--- config.mk ---
export PLATFORM = sky130hd
export DESIGN_NAME = gene_net_analyzer
export DESIGN_NICKNAME = d
export VERILOG_FILES = /design/src/rtl/gene_net_analyzer_pkg.sv /design/src/rtl/gene_net_step.sv /design/src/rtl/gene_net_analyzer.sv
export SDC_FILE = /design/constraint.sdc
export NUM_CORES = 1
export LEC_CHECK = 0
export BUFFER_PORTS_ARGS = -buffer_cell sky130_fd_sc_hd__buf_2
export CORE_AREA = 5 5 113 115
export DETAILED_ROUTE_END_ITERATION = 16
export DIE_AREA = 0 0 118 120
export GPL_ROUTABILITY_DRIVEN = 1
export SLEW_MARGIN = 20
export SYNTH_ARGS = -nofsm -noshare
export SYNTH_HDL_FRONTEND = slang
export SYNTH_SLANG_ARGS = --single-unit
--- constraint.sdc ---
create_clock -name clk -period 1.19 [get_ports clk]
set_input_delay 0.0595 -clock clk [delete_from_list [all_inputs] [get_ports clk]]
set_output_delay 0.0595 -clock clk [all_outputs]
set_load 0.005 [all_outputs]
--- src/rtl/gene_net_analyzer_pkg.sv ---
// Shared widths, default history depth and the network state type.
package gene_net_analyzer_pkg;

    localparam int unsigned STATE_W        = 8;
    localparam int unsigned HIST_DEPTH_DEF = 8;

    // Gene 0 is the MSB of the state word.
    typedef logic [0:STATE_W-1] state_t;

endpackage

--- src/rtl/gene_net_step.sv ---
// One synchronous update of the gene network: every gene copies its left
// neighbour (ring), except gene 4 which is the AND of genes 3 and 5.
module gene_net_step
    import gene_net_analyzer_pkg::*;
(
    input  state_t status,
    output state_t next_c
);

    always_comb begin
        next_c = {status[7], status[0:2], status[3] & status[5], status[4:6]};
    end

endmodule

--- src/rtl/gene_net_analyzer.sv ---
// Steps the gene network once per clock and flags fixed points and short
// cycles by comparing each new successor against a shift history of successors.
module gene_net_analyzer
    import gene_net_analyzer_pkg::*;
#(
    parameter int unsigned HIST_DEPTH = HIST_DEPTH_DEF
) (
    input  logic   clk,
    input  logic   reset,
    input  state_t status,
    output state_t next_status,
    output logic   is_fixed,
    output logic   is_cycle
);

    state_t                step_c;
    state_t                next_status_q, next_status_d;
    logic                  next_vld_q, next_vld_d;
    state_t                hist_q [1:HIST_DEPTH];
    state_t                hist_d [1:HIST_DEPTH];
    logic [HIST_DEPTH:1]   hist_vld_q, hist_vld_d;
    logic                  is_fixed_q, is_fixed_d;
    logic                  is_cycle_q, is_cycle_d;
    logic                  older_hit_c;

    gene_net_step u_step (
        .status (status),
        .next_c (step_c)
    );

    // Flags are computed from the post-step register contents so they line up
    // with the next_status they describe, without a path from status to output.
    always_comb begin
        next_status_d = step_c;
        next_vld_d    = 1'b1;
        hist_d[1]     = next_status_q;
        hist_vld_d[1] = next_vld_q;
        for (int k = 2; k <= int'(HIST_DEPTH); k++) begin
            hist_d[k]     = hist_q[k-1];
            hist_vld_d[k] = hist_vld_q[k-1];
        end

        is_fixed_d = next_vld_d && hist_vld_d[1] && (next_status_d == hist_d[1]);

        older_hit_c = 1'b0;
        for (int k = 2; k <= int'(HIST_DEPTH); k++) begin
            if (hist_vld_d[k] && (next_status_d == hist_d[k])) begin
                older_hit_c = 1'b1;
            end
        end
        is_cycle_d = next_vld_d && !is_fixed_d && older_hit_c;
    end

    always_ff @(posedge clk) begin
        if (reset) begin
            next_status_q <= '0;
            next_vld_q    <= 1'b0;
            hist_vld_q    <= '0;
            is_fixed_q    <= 1'b0;
            is_cycle_q    <= 1'b0;
            for (int k = 1; k <= int'(HIST_DEPTH); k++) begin
                hist_q[k] <= '0;
            end
        end else begin
            next_status_q <= next_status_d;
            next_vld_q    <= next_vld_d;
            hist_vld_q    <= hist_vld_d;
            is_fixed_q    <= is_fixed_d;
            is_cycle_q    <= is_cycle_d;
            for (int k = 1; k <= int'(HIST_DEPTH); k++) begin
                hist_q[k] <= hist_d[k];
            end
        end
    end

    assign next_status = next_status_q;
    assign is_fixed    = is_fixed_q;
    assign is_cycle    = is_cycle_q;

endmodule

==> Word level (Yosys, flattened, before mapping) <==
Memories as Yosys holds them, arrays and structs flattened.
Cells that the tools add are included.
{ "op_classes": {"eq_ne": 8, "n_reduce_logical": 10, "bitwise_logic": 9, "muxes": 18} }
{ "ops": {"columns": ["cell", "n"], "rows": [
  ["$eq A8 B8 Y1", 8],
  ["$mux W8", 8],
  ["$mux W1", 10],
  ["$logic_and A1 B1 Y1", 9],
  ["$or A1 B1 Y1", 8],
  ["$and A1 B1 Y1", 1],
  ["$logic_not A1 Y1", 1]
]} }
{ "word_totals": {"output_inout_bits": 10, "ram_bits": 64, "in_bits": 10, "register_bits": 18, "memories": 1, "elab_cells": 51} }
{ "memory_table": {"columns": ["name", "depth", "word_bits", "read_ports", "rd_clocked_by_memory_dff", "wr", "line_no", "text"], "rows": [
  ["hist_q", 8, 8, 7, 0, 8, "gene_net_analyzer.sv:19", "state_t hist_q [1:HIST_DEPTH];"]
]} }

==> Longest topological paths before layout <==
Gate-level depths: netlist (run 1).
{ "logic_depth": {"ltp_word": 11, "ltp_mapped": 6, "ltp_nobuf": 5} }

==> Cells and area by module <==
Synthesis (run 1) repeated with hierarchy kept, for this count alone.
{ "unflattened": {"cells_unflattened": 272, "hier_area_um2": 2904.0} }
{ "by_module_without_submodules": {"columns": ["module", "area_each_um2", "cells_per_inst", "instances", "seq_area_each_um2"], "rows": [
  ["gene_net_analyzer", 2845.2, 264, 1, 1481.4],
  ["gene_net_step", 58.8, 8, 1, 0.0]
]} }

==> Worst setup path before layout (run 1) <==
Ideal clock, no wire load.
{ "synth_path": {"kind": "reg2reg", "start": "reg next_status_q[1] (netlist: next_status[1])", "end": "reg is_cycle_q (netlist: is_cycle)", "path_buffers": 0, "setup_ps": 127, "t_required_ps": 1063, "setup_slack_ps": 72, "path_stages_with_launch": 6, "arrival_time_ps": 991, "synth_period_minus_slack_ps": 1118, "path_cell_list": "dfxtp_1 > xnor2_1 > nand4_1 > or3_1 > nand2_1 > a21oi_1"} }
{ "synth_between": {"elab_chain_len": 4} }
{ "synth_rtl": {"columns": ["item", "line_no", "text"], "rows": [
  ["start: declaration", "gene_net_analyzer.sv:17", "state_t next_status_q, next_status_d;"],
  ["start signal: assignment", "gene_net_analyzer.sv:65", "next_status_q <= next_status_d;"],
  ["$eq A8 B8 Y1", "gene_net_analyzer.sv:43", "is_fixed_d = next_vld_d && hist_vld_d[1] && (next_status_d == hist_d[1]);"],
  ["$logic_and A1 B1 Y1", "gene_net_analyzer.sv:43", null],
  ["$logic_not A1 Y1", "gene_net_analyzer.sv:51", "is_cycle_d = next_vld_d && !is_fixed_d && older_hit_c;"],
  ["$logic_and A1 B1 Y1", "gene_net_analyzer.sv:51", null],
  ["end signal: assignment", "gene_net_analyzer.sv:69", "is_cycle_q <= is_cycle_d;"],
  ["end: declaration", "gene_net_analyzer.sv:23", "logic is_cycle_q, is_cycle_d;"]
]} }
Every way passes these cells.
A chain may end at the register's enable or synchronous reset.

==> Worst setup path after layout (run 1) <==
{ "layout_path": {"start": "reg next_status_q[4] (netlist: next_status[4])", "end": "reg is_cycle_q (netlist: is_cycle)"} }
The elaborated chain is that of the path after synthesis.

==> metrics.cfg, run 1 <==
[critical_path]
path_class=register to register
crit_arrival_ns=1.39
worst-path-buf-inv=0
cp-start-kind=register
crit_chain=xnor2_1 > nand4_1 > or3_4 > nand2_1 > a21oi_1
endpoint_kind=register
path_max_fanout=2
cpPeakStageDelay_ns=0.34
cp_data_required_time_ns=1.39
slowest_stage=or3_4
path_delay_family=simple AND/OR/NAND/NOR gates

[yosys]
synth_common_cells=dfxtp_1 (74), nor2b_1 (70), xnor2_1 (62), buf_4 (14), nand4_1 (11)
synth_edf_count=0
syn_area_mm2=0.00284
yosysTopAreaCellShare_pct=52.2
synth_top_cell_by_area=dfxtp_1
synth_area_leaders=dfxtp_1 (52%), xnor2_1 (19%), nor2b_1 (15%), buf_4 (3.7%), nand4_1 (2.4%)
postSynth.asyncResetShare_pct=0
yosysWarnings=0
synth_most_common_cell=dfxtp_1
ys_seq_area_share_pct=52.2
synthCells=266
synth_nets=276
yosysUniqueCellTypes=19
synth_area_per_cell_um2=10.7
ys_ff_latch=74
synthFlopType=dfxtp_1

[clocking]
cts.clk_slew.worst_paths_ns=0.05
clk_path_buf_depth=2
cts_sinks=74
cts_buffers=9
clk_latency_ns=0.32
cts_tree=done
htree_levels=3
cts_hold_buffers=0
post_cts_buffers=0
clock-root-buffer=clkbuf_16

[timing]
setup_violations=0
rsz0062_at_grt=true
relSlewSlack_pct=74.4
min_period_over_period_pct=99.8
worst_slew_pin_slew_ns=0.384
slew_violations=0
final_hold_viol_count=0
fin_skew_ns=0.00318
max_freq_ghz=0.842
min_period_ns=1.19

[run]
maxCapViolations=0

[finish]
final_cell_area_mm2=0.00356
fill_cells=1230
finalNetCount=307
areaGrowthSynthToFinish_pct=25.5
antennaDiodeCount=0
drive_gt1_share_pct=23.8

[drt]
drc=0
num_vias=1703
wire_per_inst_um=11.3
drt_iter0_markers=24
via_per_inst=3.79
final_antenna_net_count=0
wl_um=5070
dr.pass1.iters=4

[status]
status=finished, final reports clean

[global_route]
grt_pass1_wl_um=8590
antenna_found_initial=0
gr-total-overflow=0
first_global_vias=1771
grt_max_degree=24
grtUsageTotal_pct=7.78

[pwr]
power.density_mw_per_mm2=1540
combPwrFrac_pct=7.7
clkPwrFrac_pct=45.6
power_uw=5490
switchingPower_uw=1160
p_seq_share_pct=46.6
p_leak_uw=0.00130
internal-power_uw=4330
peakVddDrop_uv=817
switching_share_pct=21.2

[place]
dpl.hpwl_um=3800
portBuffers=19
place_area_mm2=0.00320
routabilityCongestion=0.734

[floorplan]
rows=40
start_util_pct=24.2
die_x_um=118
die_area_mm2=0.0142
pin_count=20
die_h_um=120
core_area_mm2=0.0117

[min_path]
hold_path_class=primary input to register

## state kept, by name, indices dropped and copies added, names as in the netlist
name,count
is_fixed,1
is_cycle,1
next_status,8
next_vld_q,1
hist_vld_q,7
hist_q,56
## power groups by stage
stage,clock [uW],combinational [uW],sequential [uW]
floorplan,0,282,2610
global placement,0,410,2610
detailed placement,0,412,2610
CTS,2570,430,2560
global route,2680,468,2560
finish,2500,424,2560
## per-layer routing
metal	GRT usage, %	part of all wire, %	up-vias
met1	9.99	49	778
met4	3.01	1.1	0
met5	0	0	-
met3	2.92	3.3	7
met2	11.8	47	25
li1	-	-	893
## placed cells by master, fill, tap and decap left out, drive strengths merged
cell type and instances:
or3 1, nor2b 70, buf 43, nor3 2, nor4 6, clkinv 2
dfxtp 74, clkbuf 14, nor2 1, a311oi 1, inv 1, nand2 10
xnor2 62, nand4 11, and2 1, xor2 2, a21oi 1
## path summary, 6_finish.rpt
kind | start | to | slack (ns) | cells after the start
worst max register to register | next_status[4] | is_cycle | 0.002 | 5
worst min-delay path | status[4] | next_status[3] | 0.03 | 2
worst max-delay path | next_status[4] | is_cycle | 0.002 | 5
worst min register to register | hist_vld_q[4] | hist_vld_q[5] | 0.46 | 1
## layout make-up
class	count	area, um^2	share of cell area [%]
Clock buffer	14	274	7.70
Clock inverter	2	10.0	0.281
Inverter	1	3.75	0.105
Multi-Input combinational cell	168	1280	35.9
Sequential cell	74	1490	41.7
Tap cell	147	184	5.17
Timing Repair Buffer	43	325	9.14
## stage by stage
stage	setup TNS, ns	std cells	setup WS, ns	utilization, %	hold slack (ns)
2_1_floorplan	0	266	0.0718	-	0.181
3_3_place_gp	-0.215	433	-0.215	27.3	0.360
3_5_place_dp	-0.189	433	-0.189	27.3	0.367
4_1_cts	-0.00389	449	-0.00389	30.3	0.0216
5_1_grt	-0.103	449	-0.101	30.4	0.0385
6_report	0	449	0.00222	30.4	0.0292
## logic make-up (layout without fill, tap and decap cells)
kind of cell              after synthesis  count (layout)  share of synthesized area [%]
AOI/OAI and AO/OA                       2               2                          0.485
xor gates and xnor gates               64              64                           19.8
buffers and inverters                  24              60                           5.29
DFF                                    74              74                           52.2
and+or+nand+nor                       102             102                           22.2
## repair_timing
| action | in CTS | in global routing |
|---|---|---|
| gates resized for setup | 12 | 2 |
| setup endpoints to repair | 1 | 2 |
| pin swaps | 9 | 0 |
Power figures use the tool's default switching activity.
==> inputs of run 2 (changes only) <==
==> constraint.sdc (replaced) <==
create_clock -name clk -period 1.4 [get_ports clk]
set_input_delay 0.07 -clock clk [delete_from_list [all_inputs] [get_ports clk]]
set_output_delay 0.07 -clock clk [all_outputs]
set_load 0.005 [all_outputs]
==> run 2 against run 1 <==
Sequential share of layout area is 3.0 points higher; maximum frequency is 8.8% lower; critical endpoint unchanged; clock-buffer cell count stayed put; core utilization is 2.1 points lower; setup slack better by 0.095 ns; largest power group unchanged; combinational power is 31% lower; critical path depth stayed put; hold slack better by 0.024 ns; non-clock buffer count is 20 lower; total power is 16% lower.
==> metrics.cfg, run 2 (synthesis results as in run 1) <==
[drt]
wire_per_inst_um=11.8  ; +4.3%
dr.pass1.iters=4  ; unchanged
num_vias=1669  ; -2.0%
wl_um=5050  ; -0.37%
drc=0  ; unchanged
drt_iter0_markers=35  ; +46%
final_antenna_net_count=0  ; unchanged
via_per_inst=3.89  ; +2.6%

[floorplan]
rows=40  ; unchanged
die_h_um=120  ; unchanged
start_util_pct=24.2  ; unchanged
pin_count=20  ; unchanged
die_area_mm2=0.0142  ; unchanged
die_x_um=118  ; unchanged
core_area_mm2=0.0117  ; unchanged

[global_route]
grt_use_met2_pct=12.0  ; +0.14 points
first_global_vias=1699  ; -4.1%
grt_pass1_wl_um=8290  ; -3.5%
gr-total-overflow=0  ; unchanged
grt_busiest_layer=met2
grtUsageTotal_pct=7.54  ; -0.23 points
globalRouteMet3Util_pct=3.06  ; +0.14 points
antenna_found_initial=0  ; unchanged
grt_max_degree=26  ; +8.3%
met1_usage_pct=8.99  ; -1.0 points

[timing]
max_freq_ghz=0.768  ; -8.8%
slew_violations=0  ; unchanged
relSlewSlack_pct=72.6  ; -1.8 points
min_period_ns=1.30  ; +0.115 ns
setup_violations=0  ; unchanged
final_hold_viol_count=0  ; unchanged
worst_slew_pin_slew_ns=0.412  ; +0.0271 ns
fin_setup_tns_ns=0  ; unchanged
min_period_over_period_pct=93.1  ; -6.8 points
fin_skew_ns=0.00378  ; +0.000597 ns

[critical_path]
r2r_cells=5  ; unchanged
r2r_start=hist_q[0][9]
cp-start-kind=register
cp_data_required_time_ns=1.66  ; +0.27 ns
r2r_end=is_cycle
endpoint_kind=register
crit_arrival_ns=1.56  ; +0.17 ns
path_class=register to register
r2r_slack_ns=0.1  ; +0.10 ns
path_max_fanout=2  ; unchanged

[clocking]
post_cts_buffers=0  ; unchanged
cts_buffers=9  ; unchanged
clk_latency_ns=0.32  ; about the same
clk_path_buf_depth=2  ; unchanged
cts_tree=done
cts_sinks=74  ; unchanged
cts_resized=0  ; -12
htree_levels=3  ; unchanged
cts.clk_slew.worst_paths_ns=0.05  ; about the same
cts_hold_buffers=0  ; unchanged
clock-root-buffer=clkbuf_16

[pwr]
power_uw=4600  ; -16%
combPwrFrac_pct=6.4  ; -1.3 points
p_leak_uw=0.00116  ; -10%
p_seq_share_pct=47.3  ; +0.7 points
clkPwrFrac_pct=46.3  ; +0.7 points
switchingPower_uw=972  ; -16%
internal-power_uw=3630  ; -16%
power.density_mw_per_mm2=1390  ; -10%
peakVddDrop_uv=620  ; -24%
switching_share_pct=21.1  ; -0.031 points

[finish]
drive_gt1_share_pct=14.2  ; -9.7 points
largest_reg_flops=56  ; unchanged
top_register=hist_q
areaGrowthSynthToFinish_pct=16.9
antennaDiodeCount=0  ; unchanged
fill_cells=1254  ; +2.0%
finalNetCount=287  ; -6.5%
mostFrequentLayoutCells=dfxtp_1 (74), nor2b_1 (70), xnor2_1 (62)
final_common_cell=dfxtp_1

[place]
portBuffers=19  ; unchanged
routabilityCongestion=0.813  ; +11%
dpl.hpwl_um=3730  ; -1.8%

[run]
maxCapViolations=0  ; unchanged

[status]
status=finished, final reports clean

[min_path]
hp-start=status[4]
hold_path_class=primary input to register
holdPathStages=2  ; unchanged
hold_end=next_status[3]

## run 2: cell count changes in the layout (fill, tap and decap cells not counted), moves of 2 or more
cell     before  now
nor4_1        2    4
buf_4        20    2
dfxtp_2       3    0
buf_12        4    2
dfxtp_1      71   74
xnor2_2       4    0
xnor2_1      58   62
## run 2: worst max path at each step
| stage | end | startpoint | slack (ns) |
|---|---|---|---|
| 2_1_floorplan | is_cycle | next_status[1] | 0.28 |
| 3_3_place_gp | is_cycle | status[2] | -0.07 |
| 3_5_place_dp | is_cycle | status[2] | -0.07 |
| 4_1_cts | is_cycle | hist_q[0][12] | 0.02 |
| 5_1_grt | is_cycle | hist_q[0][9] | -0.04 |
| 6_report | is_cycle | hist_q[0][9] | 0.1 |
## run 2: area by class of cell
class                      count  area (um^2)  share of cell area, %
sequential                    74         1480                   44.7
multi-input combinational    168         1210                   36.5
clock buffer                  14          274                   8.27
tap                          147          184                   5.55
timing repair buffer          23          150                   4.53
clock inverter                 2         10.0                  0.302
inverter                       1         3.75                  0.113
## run 2: critical path, stage by stage, from the launching register on
cell and delay [ns]:
dfxtp_1 0.31, xnor2_1 0.19, nand4_1 0.13, nor4_2 0.33, a311oi_1 0.12, a21oi_1 0.15
## run 2: power by group through the flow
stage	Clock (uW)	Sequential, uW	Combinational (uW)
2_1_floorplan	0	2210	240
3_3_place_gp	0	2220	296
3_5_place_dp	0	2220	298
4_1_cts	2180	2180	300
5_1_grt	2290	2180	323
6_report	2130	2180	294
## run 2: metrics by stage
step | instance area, um^2 | std cells | hold slack (ns) | setup slack (ns) | utilization [%]
6_report | 3310 | 429 | 0.0532 | 0.0973 | 28.3
5_1_grt | 3310 | 429 | 0.0530 | -0.0394 | 28.3
4_1_cts | 3310 | 429 | 0.0453 | 0.0247 | 28.2
3_5_place_dp | 3020 | 413 | 0.387 | -0.0726 | 25.8
3_3_place_gp | 3020 | 413 | 0.385 | -0.0730 | 25.8
2_1_floorplan | 2840 | 266 | 0.192 | 0.282 | -
## run 2: metal layers
metal | vias to the layer above | wire length [um]
li1 | 847 | -
met1 | 781 | 2350
met2 | 34 | 2360
met3 | 7 | 266
met4 | 0 | 72
met5 | - | 0
